`src/rtl/if_stage.sv`:
```
// if_stage: MIPS instruction-fetch stage. Holds the PC, the PC+4 adder and the IF/ID latch.
// Latency: an instruction reaches IF/ID one edge after its PC is on pc_o. The first target
//   instruction reaches IF/ID two edges after a redirect is accepted.
// Backpressure: stall_i holds PC and IF/ID. start_i low freezes the PC and feeds bubbles.
// Optional: define IF_PERF_CNT_EN to build saturating stall/flush event counters.
module if_stage #(
  parameter int          IMEM_WORDS = 256,
  parameter logic [31:0] RESET_PC   = 32'h0000_0000,
  parameter int          CNT_W      = 32,
  localparam int         AW         = (IMEM_WORDS > 1) ? $clog2(IMEM_WORDS) : 1
) (
  input  logic             clk_i,
  input  logic             rst_i,
  input  logic             start_i,
  input  logic             stall_i,
  input  logic             branch_taken_i,
  input  logic [31:0]      branch_target_i,
  input  logic             jump_i,
  input  logic [31:0]      jump_target_i,
  output logic [AW-1:0]    imem_addr_o,
  input  logic [31:0]      imem_data_i,
  output logic [31:0]      pc_o,
  output logic [31:0]      ifid_pc4_o,
  output logic [31:0]      ifid_inst_o,
  output logic             ifid_valid_o,
  output logic             flush_o,
  output logic [CNT_W-1:0] stall_cnt_o,
  output logic [CNT_W-1:0] flush_cnt_o
);

  logic [31:0] pc_plus4;
  logic        redirect;
  logic [31:0] redirect_target;
  logic        advance;

  // Word index wraps naturally because only the low address bits are used.
  assign imem_addr_o = pc_o[AW+1:2];
  assign pc_plus4    = pc_o + 32'd4;
  assign redirect    = jump_i | branch_taken_i;
  // A jump beats a branch resolved in the same cycle. Targets are forced word-aligned.
  assign redirect_target = jump_i ? {jump_target_i[31:2], 2'b00}
                                  : {branch_target_i[31:2], 2'b00};
  // The PC moves only when running and not stalled.
  assign advance = start_i & ~stall_i;
  // A redirect seen during a stall is dropped. ID presents it again once the stall clears.
  assign flush_o = rst_i & advance & redirect;

  // PC register: a redirect target, or sequential PC+4, whenever fetch advances.
  always_ff @(posedge clk_i or negedge rst_i) begin
    if (!rst_i) begin
      pc_o <= RESET_PC;
    end else if (advance) begin
      pc_o <= redirect ? redirect_target : pc_plus4;
    end
  end

  // IF/ID latch: a bubble when idle or redirecting, hold on stall, otherwise capture the fetch.
  always_ff @(posedge clk_i or negedge rst_i) begin
    if (!rst_i) begin
      ifid_pc4_o   <= 32'd0;
      ifid_inst_o  <= 32'd0;
      ifid_valid_o <= 1'b0;
    end else if (!start_i || (!stall_i && redirect)) begin
      ifid_pc4_o   <= 32'd0;
      ifid_inst_o  <= 32'd0;
      ifid_valid_o <= 1'b0;
    end else if (!stall_i) begin
      ifid_pc4_o   <= pc_plus4;
      ifid_inst_o  <= imem_data_i;
      ifid_valid_o <= 1'b1;
    end
  end

`ifdef IF_PERF_CNT_EN
  localparam logic [CNT_W-1:0] CNT_MAX = '1;

  // Saturating counters for stall cycles and accepted redirects.
  always_ff @(posedge clk_i or negedge rst_i) begin
    if (!rst_i) begin
      stall_cnt_o <= '0;
      flush_cnt_o <= '0;
    end else begin
      if (start_i && stall_i && (stall_cnt_o != CNT_MAX)) begin
        stall_cnt_o <= stall_cnt_o + CNT_W'(1);
      end
      if (flush_o && (flush_cnt_o != CNT_MAX)) begin
        flush_cnt_o <= flush_cnt_o + CNT_W'(1);
      end
    end
  end
`else
  assign stall_cnt_o = '0;
  assign flush_cnt_o = '0;
`endif

endmodule

```
`config.mk`:
```
export PLATFORM = sky130hd
export DESIGN_NAME = if_stage
export DESIGN_NICKNAME = d
export VERILOG_FILES = /design/src/rtl/if_stage.sv
export SDC_FILE = /design/constraint.sdc
export NUM_CORES = 1
export LEC_CHECK = 0
export BUFFER_PORTS_ARGS = -buffer_cell sky130_fd_sc_hd__buf_4
export CORE_MARGIN = 2
export CORE_UTILIZATION = 50
export CTS_CLUSTER_SIZE = 14
export DETAILED_ROUTE_END_ITERATION = 8
export PLACE_DENSITY = 0.88
export SLEW_MARGIN = 20
export SYNTH_ARGS = -nofsm -noshare
export SYNTH_HDL_FRONTEND = slang
export SYNTH_SLANG_ARGS = --single-unit
```
`constraint.sdc`:
```
create_clock -name clk_i -period 6.21 [get_ports clk_i]
set_clock_uncertainty 0.05 [all_clocks]
set_input_delay 0 -clock clk_i [delete_from_list [all_inputs] [get_ports clk_i]]
set_output_delay 0 -clock clk_i [all_outputs]
set_load 0.05 [all_outputs]
```
==> results.cfg, run 1 <==
[routing]
drcViolationCount = 0
drt_first_pass_iters = 5
wl_per_cell_um = 18.1
ant_nets = 0
drtIter0Drc = 407
wirelength_um = 17000
avgViaCountPerCell = 5.49
dr_total_vias = 5142

[timing]
setup-tns-final_ns = 0
fin_crit_ns = 3.13
tightestPinTransition_ns = 1.14
slew_violations = 0
slew_headroom_pct = 23.5
finalSetupViolations = 0
fin_crit_sh_pct = 50.5
rsz0062_at_grt = false
timing.final.hold_violations = 0
max_freq_mhz = 319

[power]
leakage_nw = 3.61
powerDensity_nw_per_um2 = 243
ir_drop_mv = 0.124

[worst_setup_path]
worstPathRequired_ns = 6.45
critical-path-top-delay-family = simple AND/OR/NAND/NOR gates
slowest_stage = or4_1
max_stage_delay_ns = 0.73
cp.buffers_inverters = 1
worst_setup_path_end_kind = flip-flop
arrival_ns = 3.37
path_max_fanout = 8
worstSetupStartpointType = flip-flop
path_class = reg2reg
worstPathCellList = ha_1, nand4_2, or4_1, nor3_2, a222oi_1, dlygate4sd3_1, o2bb2ai_1

[global_routing]
grt_pass1_vias = 5114
grt_antenna_before_repair = 0
grt_max_degree = 64
grt_pass1_wl_um = 26100
grt_usage_pct = 29.1
overflow = 0

[run]
maxCapViolCount = 0

[layout]
diodes = 0
layout-drive-gt1-share_pct = 30.3
regArea_um2 = 2330
multi_input_area_um2 = 2440
fin_area_um2 = 7540
fill_cells = 732
layout.nets = 898
areaGrowthSynthToFinish_pct = 43.1
finish.utilization_pct = 73.4

[floorplan]
die_h_um = 107
die_area_um2 = 11400
start_util_pct = 51.3
die_w_um = 107
io_pins = 272
num_rows = 37
coreArea_um2 = 10300

[cts]
htree_num_levels = 3
cts_hold_buf = 82
cts-root-buf = clkbuf_8
cts_tree = done
cts_resized = 0
cts_setup_buffers = 0
cts_made_buffers = 9
clkSinkCount = 93
insertion_delay_ns = 0.36
cts_buffer_depth = 2
clk_pin_slew_ns = 0.10

[placed_design]
io_buffers = 199
placed_area_um2 = 6480
dp_hpwl_um = 10400
gp_congestion = 0.831

[yosys]
synth-warning-count = 0
ys_seq_area_share_pct = 44.2
ys_seq_elements = 93
synthTopCellsByArea = dfrtp_1 (44%), buf_4 (11%), a22o_1 (7.5%)
syn_area_um2 = 5270
syn_inst = 551
yosys.area.top_type_share_pct = 44.2
synth.distinct_cells = 50
syn_area_per_cell_um2 = 9.56
synth_top_area_cell = dfrtp_1

[hold_path]
hold_path.class = in2reg

[run_status]
outcome = complete, no violations
==> tightest hold or removal path: cells and delay by family <==
kind / cells / cell delay, ns
compound gates: 3 / 0.31
buf+inv: 1 / 0.08
==> per-layer routing <==
layer	GRT usage [%]	part of all wire (%)
met2	51.0	51
met1	36.0	38
met4	11.0	2.4
met5	0	0
met3	4.56	8.5
==> cell type report <==
class / instances / share of cell area, %
timing repair buffer: 284 / 31.0
multi-input combinational: 400 / 32.4
inverter: 7 / 0.348
clock inverter: 6 / 1.48
clock buffer: 10 / 1.69
tap: 136 / 2.26
sequential: 93 / 30.9
==> final timing paths <==
check                      depth (start not counted)                          end                      from  slack, ns
max                                                7         pc_o[26]$_DFFE_PN0N_       pc_o[2]$_DFFE_PN0N_       3.08
min                                                4         pc_o[13]$_DFFE_PN0N_         jump_target_i[13]       0.01
max reg2reg                                        7         pc_o[26]$_DFFE_PN0N_       pc_o[2]$_DFFE_PN0N_       3.08
min reg2reg                                        2     ifid_valid_o$_DFFE_PN0P_  ifid_valid_o$_DFFE_PN0P_       0.43
max in group asynchronous                          3  ifid_inst_o[25]$_DFFE_PN0P_                     rst_i       4.93
min in group asynchronous                          2   ifid_pc4_o[22]$_DFFE_PN0P_                     rst_i       0.10
==> synth_stat cells (all sizes together) <==
cell / count
nand4: 8
nor2b: 2
o22ai: 3
xor2: 4
and3: 5
a22oi: 6
or3: 1
nand2b: 1
nand2: 46
a31oi: 1
buf: 84
o31a: 2
o2bb2ai: 13
dfrtp: 93
mux2i: 2
a22o: 45
inv: 7
a21oi: 22
nand3: 13
nor3: 10
ha: 1
clkbuf: 34
nor2: 29
and2: 3
conb: 1
nor4: 6
a21o: 2
a221o: 1
o311ai: 1
xnor2: 24
o21a: 1
a221oi: 1
o31ai: 3
or4: 2
nor3b: 1
and4: 2
a222oi: 9
or2: 2
o21ai: 60
==> cells by family after synthesis <==
| family | after synthesis | share of synthesized area, % |
|---|---|---|
| flip-flops | 93 | 44.2 |
| AO/OA/AOI/OAI | 170 | 22.2 |
| other | 1 | 0.0712 |
| multiplexers | 2 | 0.380 |
| AND/OR/NAND/NOR | 131 | 13.7 |
| buffers and inverters | 125 | 14.6 |
| XOR/XNOR | 28 | 4.65 |
| adder cells (fa/ha/maj) | 1 | 0.237 |
==> registers in the layout, summed over array words and instances, names as in the netlist <==
register      cells
ifid_inst_o      32
ifid_pc4_o       30
ifid_valid_o      1
pc_o             30
==> cells in the final DEF, fill, tap and decap left out, types with 3 or more instances in the layout <==
cell             n
nor4_1           3
a222oi_1         9
nand2_2          3
buf_4          202
bufinv_16        3
o2bb2ai_1       13
conb_1          68
o21ai_1          5
a22o_1          45
nor3_2           7
nand2_1         43
a22oi_1          6
xnor2_1         24
a21oi_1         22
inv_1            7
xor2_1           4
nand3_1         12
o22ai_1          3
nand4_1          6
o21ai_0         54
dfrtp_1         93
dlygate4sd3_1   82
nor4_4           3
and3_1           5
clkbuf_8         9
o31ai_1          3
nor3_1           3
nor2_1          28
==> where the power goes <==
| part | switching [mW] | internal, mW |
|---|---|---|
| registers | 0.0748 | 0.646 |
| clock network | 0.218 | 0.268 |
| logic | 0.417 | 0.208 |
| total | 0.710 | 1.12 |
==> metrics by stage <==
stage	total power [mW]	cells	setup WS, ns	hold WS, ns
floorplan	1.15	618	3.61	-0.346
global placement	1.28	838	3.64	-0.0525
detailed placement	1.30	838	3.60	-0.0482
CTS	1.82	936	3.11	0.000681
global route	1.90	936	2.95	0.0289
finish	1.83	936	3.08	0.0110
(Power assumes the default switching activity.)
==> run 2, diff against run 1 <==
Settings changed: ABC_AREA set to 1, CORE_UTILIZATION 50 to 41, PLACE_DENSITY 0.88 to 0.78.
Clock period 6.21 ns to 2.6 ns, I/O delays scaled along.
==> results.cfg, run 2 <==
[timing]
tightestPinTransition_ns = 0.744
timing.final.hold_violations = 0
max_freq_mhz = 405
finalWorstSetupSlack_ns = 0.130
slew_headroom_pct = 50.1
fin_crit_sh_pct = 95.0
setup-tns-final_ns = 0
fin_crit_ns = 2.47
finalSetupViolations = 0
slew_violations = 0

[layout]
largest_reg_flops = 32
layout-drive-gt1-share_pct = 27.7
final_common_cell = buf_4
reg_top3 = ifid_inst_o (32), ifid_pc4_o (30), pc_o (30)
regMostFlops = ifid_inst_o
final_cell_mix = buf_4 (205), nand2_1 (161), dlygate4sd3_1 (96), dfrtp_1 (93), conb_1 (68)
areaGrowthSynthToFinish_pct = 51.0
layout.nets = 991
fill_cells = 1019

[routing]
drtIter0Drc = 343
avgViaCountPerCell = 4.90
drcViolationCount = 0
dr_total_vias = 5202
drt_first_pass_iters = 6
ant_nets = 0
wl_per_cell_um = 16.2
wirelength_um = 17200

[run]
maxCapViolCount = 0

[cts]
cts_tree = done
cts_buffer_depth = 2
cts-root-buf = clkbuf_16
insertion_delay_ns = 0.34
clk_pin_slew_ns = 0.07
clkSinkCount = 93
htree_num_levels = 3
cts_made_buffers = 9

[yosys]
ys_async_sr_fraction_pct = 100
synth_top_area_cell = dfrtp_1
syn_area_um2 = 5160
post-synth-top-count-cell = nand2_1
synthTopCellsByArea = dfrtp_1 (45%), nand2_1 (12%), buf_4 (11%)
synth.distinct_cells = 31
syn_area_per_cell_um2 = 8.47
ys_seq_area_share_pct = 45.1
synth_edf_count = 0
ys_seq_elements = 93
yosys.area.top_type_share_pct = 45.1
ys.flop_type = dfrtp_1
synth-warning-count = 0
synthTopCellsByCount = nand2_1 (161), dfrtp_1 (93), buf_4 (76), nor2_1 (55), a22o_1 (38)
syn_inst = 609

[worst_setup_path]
worstPathCellList = buf_4, inv_1, nand2_1, clkinvlp_4, a221oi_1, dlygate4sd3_1, o22ai_1, dlygate4sd3_1
arrival_ns = 2.65
worst_setup_path_end_kind = flip-flop
max_stage_delay_ns = 0.61
worstPathRequired_ns = 2.78
path_class = in2reg
cp.buffers_inverters = 5
cpMostUsedCell = dlygate4sd3_1
critical-path-top-delay-family = buffers and inverters
worstSetupStartpointType = input port
slowest_stage = dlygate4sd3_1
path_max_fanout = 32

[floorplan]
io_pins = 272
die_area_um2 = 13500
start_util_pct = 42.4
coreArea_um2 = 12200
die_h_um = 116
num_rows = 40
die_w_um = 116

[placed_design]
io_buffers = 199
dp_hpwl_um = 11200
pre_cts_ws_ns = 0.827
gp_congestion = 0.863

[power]
ir_drop_mv = 0.298
pwr-share-seq_pct = 36.0
switching_power_mw = 1.87
pwr-share-comb_pct = 34.2
swShare_pct = 39.6
leakage_nw = 4.05
p_clk_share_pct = 29.8
powerDensity_nw_per_um2 = 606
p_int_mw = 2.85

[global_routing]
grt_antenna_before_repair = 0
grt_max_degree = 41
grt_pass1_wl_um = 25800
grt_usage_pct = 24.8
overflow = 0
grt_pass1_vias = 5099

[hold_path]
hold_path.class = in2reg

[run_status]
outcome = complete, no violations
==> run 2: what timing repair did <==
item / in CTS / in global routing
hold endpoints to repair: 100 / 0
hold buffers: 96 / 0
gates resized for setup: 0 / 1
setup endpoints to repair: 0 / 1
buffers inserted: 0 / 0
==> run 2: metal layers <==
layer  up-vias  global-route usage (%)  wire (um)
met5         -                       0          0
met4         0                    9.52        480
met3        33                    4.15       1060
met2       232                    42.2       8630
met1      2503                    31.8       7030
li1       2434                       -          -
==> run 2: path summary, 6_finish.rpt <==
check	from	to	slack, ns	depth (start not counted)
setup / recovery	jump_i	pc_o[3]$_DFFE_PN0N_	0.13	8
hold / removal	branch_taken_i	ifid_pc4_o[3]$_DFFE_PN0P_	0.06	4
setup reg to reg	pc_o[4]$_DFFE_PN0N_	pc_o[5]$_DFFE_PN0N_	0.70	5
hold reg to reg	ifid_pc4_o[4]$_DFFE_PN0P_	ifid_pc4_o[4]$_DFFE_PN0P_	0.44	2
max in group asynchronous	rst_i	ifid_pc4_o[3]$_DFFE_PN0P_	1.56	3
min in group asynchronous	rst_i	ifid_inst_o[27]$_DFFE_PN0P_	0.16	2
==> run 2: power by group through the flow <==
| stage | clock network [mW] | logic, mW | registers, mW |
|---|---|---|---|
| finish | 1.40 | 1.61 | 1.70 |
| global route | 1.49 | 1.71 | 1.71 |
| CTS | 1.42 | 1.60 | 1.70 |
| detailed placement | 0 | 1.47 | 1.72 |
| global placement | 0 | 1.46 | 1.72 |
| floorplan | 0 | 0.765 | 2.05 |
==> run 2: cell type report <==
cell class / count / area [um^2] / area share (%)
Multi-Input combinational cell: 451 / 2290 / 29.4
Timing Repair inverter: 1 / 5.00 / 0.0643
Antenna cell: 1 / 2.50 / 0.0321
Timing Repair Buffer: 302 / 2520 / 32.4
Inverter: 30 / 116 / 1.49
Clock buffer: 10 / 239 / 3.07
Sequential cell: 93 / 2330 / 29.9
Tap cell: 168 / 210 / 2.70
Clock inverter: 6 / 75.1 / 0.964
==> run 2: cell families (layout without fill, tap and decap cells) <==
kind of cell	count (synthesis)	after routing	synth area share (%)
and+or+nand+nor	269	269	22.3
buffers and inverters	132	349	15.3
AOI/OAI and AO/OA	100	100	14.7
DFF	93	93	45.1
xor gates and xnor gates	13	13	2.21
adders and majority gates	1	1	0.243
other	1	69	0.0727
==> run 2: worst register-to-register path, stage by stage, from the launching register on <==
cell and delay (ns):
dfrtp_1 0.51, nand3_1 0.18, xor2_1 0.23, nand2_1 0.08, a32oi_1 0.20, dlygate4sd3_1 0.58
==> run 2: through the flow <==
step | instances | instance area (um^2) | util, % | hold WS (ns) | total power [mW]
global placement | 948 | 6500 | 53.4 | -0.0364 | 3.18
finish | 1062 | 7790 | 64.0 | 0.0624 | 4.72
floorplan | 676 | 5410 | - | -0.346 | 2.81
detailed placement | 948 | 6500 | 53.4 | -0.0331 | 3.19
CTS | 1060 | 7770 | 63.9 | 0.0473 | 4.72
global route | 1061 | 7780 | 64.0 | 0.0802 | 4.92
==> run 3, diff against run 2 <==
Settings changed: CELL_PAD_IN_SITES_DETAIL_PLACEMENT set to 0, CELL_PAD_IN_SITES_GLOBAL_PLACEMENT set to 1, CORE_UTILIZATION 41 to 29, SETUP_SLACK_MARGIN set to 0.15.
==> results.cfg, run 3 (synthesized netlist as in run 2, its figures left out) <==
[run_status]
outcome = complete, no violations

[cts]
htree_num_levels = 3
clk_pin_slew_ns = 0.08
cts-root-buf = clkbuf_16
insertion_delay_ns = 0.35
clkSinkCount = 93
cts_buffer_depth = 2
cts_made_buffers = 9
cts_tree = done

[layout]
largest_reg_flops = 32
layout.nets = 994
diodes = 0
regMostFlops = ifid_inst_o
final_common_cell = buf_4
areaGrowthSynthToFinish_pct = 52.9
layout-drive-gt1-share_pct = 27.8
final_cell_mix = buf_4 (207), nand2_1 (161), dlygate4sd3_1 (96), dfrtp_1 (93), conb_1 (68)
fin_cells = 1121
fill_cells = 1678
reg_top3 = ifid_inst_o (32), ifid_pc4_o (30), pc_o (30)

[placed_design]
gp_congestion = 0.820
dp.cells = 1005
pre_cts_ws_ns = 0.754
dp_hpwl_um = 12000
io_buffers = 199

[routing]
avgViaCountPerCell = 4.46
wl_per_cell_um = 15.7
drt_first_pass_iters = 4
drcViolationCount = 0
wirelength_um = 17600
drtIter0Drc = 248
ant_nets = 0
dr_total_vias = 5000

[power]
ir_drop_mv = 0.308
powerDensity_nw_per_um2 = 598
total_power_mw = 4.72
leakage_nw = 4.06

[global_routing]
overflow = 0
grt_antenna_before_repair = 0
grt_max_degree = 37
grt_pass1_wl_um = 26500
grt_pass1_vias = 4903
grt_usage_pct = 18.3

[run]
maxCapViolCount = 0

[timing]
slew_violations = 0
finalWorstSetupSlack_ns = 0.286
timing.final.hold_violations = 0
fin_crit_ns = 2.31
rsz0062_at_grt = false
slew_headroom_pct = 55.9
setup-tns-final_ns = 0
finalSetupViolations = 0
hold_slack_ns = 0.00123
tightestPinTransition_ns = 0.660
fin_crit_sh_pct = 89.0
max_freq_mhz = 432

[worst_setup_path]
arrival_ns = 2.50
regToRegEndpoint = pc_o[5]$_DFFE_PN0N_
r2r_setup_slack_ns = 0.76
r2r-start = pc_o[4]$_DFFE_PN0N_
path_max_fanout = 36
worstPathRequired_ns = 2.79
path_class = in2reg
worstSetupStartpointType = input port
worst_setup_path_end_kind = flip-flop
ff2ff_path_depth = 5

[floorplan]
die_area_um2 = 18900
die_h_um = 137
die_w_um = 137
start_util_pct = 29.7
num_rows = 48
io_pins = 272
coreArea_um2 = 17400

[hold_path]
whs_endpoint = ifid_pc4_o[3]$_DFFE_PN0P_
hold_start = branch_taken_i
hold_path.class = in2reg
hold_path_depth = 4
-- run 3: cell type report --
cell class | instances | area [um^2] | share of cell area, %
Sequential cell | 93 | 2330 | 29.5
Multi-Input combinational cell | 451 | 2290 | 29.0
Tap cell | 225 | 282 | 3.57
Timing Repair Buffer | 305 | 2550 | 32.4
Clock inverter | 5 | 65.1 | 0.825
Clock buffer | 11 | 243 | 3.08
Inverter | 30 | 116 | 1.48
Timing Repair inverter | 1 | 7.51 | 0.0952
-- run 3: per-stage QoR --
| step | area (um^2) | utilization (%) |
|---|---|---|
| detailed placement | 6580 | 37.9 |
| global route | 7890 | 45.4 |
| floorplan | 5410 | - |
| CTS | 7850 | 45.2 |
| finish | 7890 | 45.4 |
| global placement | 6580 | 37.9 |
-- run 3: per-layer routing --
layer,global-route usage [%],vias to the layer above,wire length (um)
met5,0,-,0
met4,6.36,0,400
met3,2.87,27,909
met2,30.5,154,8610
met1,24.0,2367,7630
li1,-,2452,-
-- run 3: how the worst max path moves through the flow --
stage | endpoint | start | depth (start not counted)
after floorplan | pc_o[16]$_DFFE_PN0N_ | pc_o[3]$_DFFE_PN0N_ | 8
after global placement | pc_o[7]$_DFFE_PN0N_ | jump_i | 6
after detailed placement | pc_o[7]$_DFFE_PN0N_ | jump_i | 6
after CTS | pc_o[3]$_DFFE_PN0N_ | jump_i | 8
after global routing | pc_o[3]$_DFFE_PN0N_ | start_i | 9
final | pc_o[3]$_DFFE_PN0N_ | stall_i | 8
-- run 3: worst max-delay path, cell delays in order --
cell           delay [ns]
buf_4                0.12
nor2_4               0.10
buf_4                0.41
inv_2                0.36
a221oi_1             0.29
dlygate4sd3_1        0.59
o22ai_1              0.06
dlygate4sd3_1        0.57
-- run 3: where the power goes --
group          total, mW  switching (mW)  internal (mW)
combinational       1.62            1.10          0.516
clock               1.39           0.610          0.784
sequential          1.71           0.157           1.55
total               4.72            1.87           2.85
-- run 3: repair_timing --
action | 4_1_cts | 5_1_grt
setup buffers | 0 | 3
resized for setup | 0 | 2
hold endpoints to repair | 95 | 0
hold buffers | 96 | 0
endpoints found under the setup margin | 0 | 22
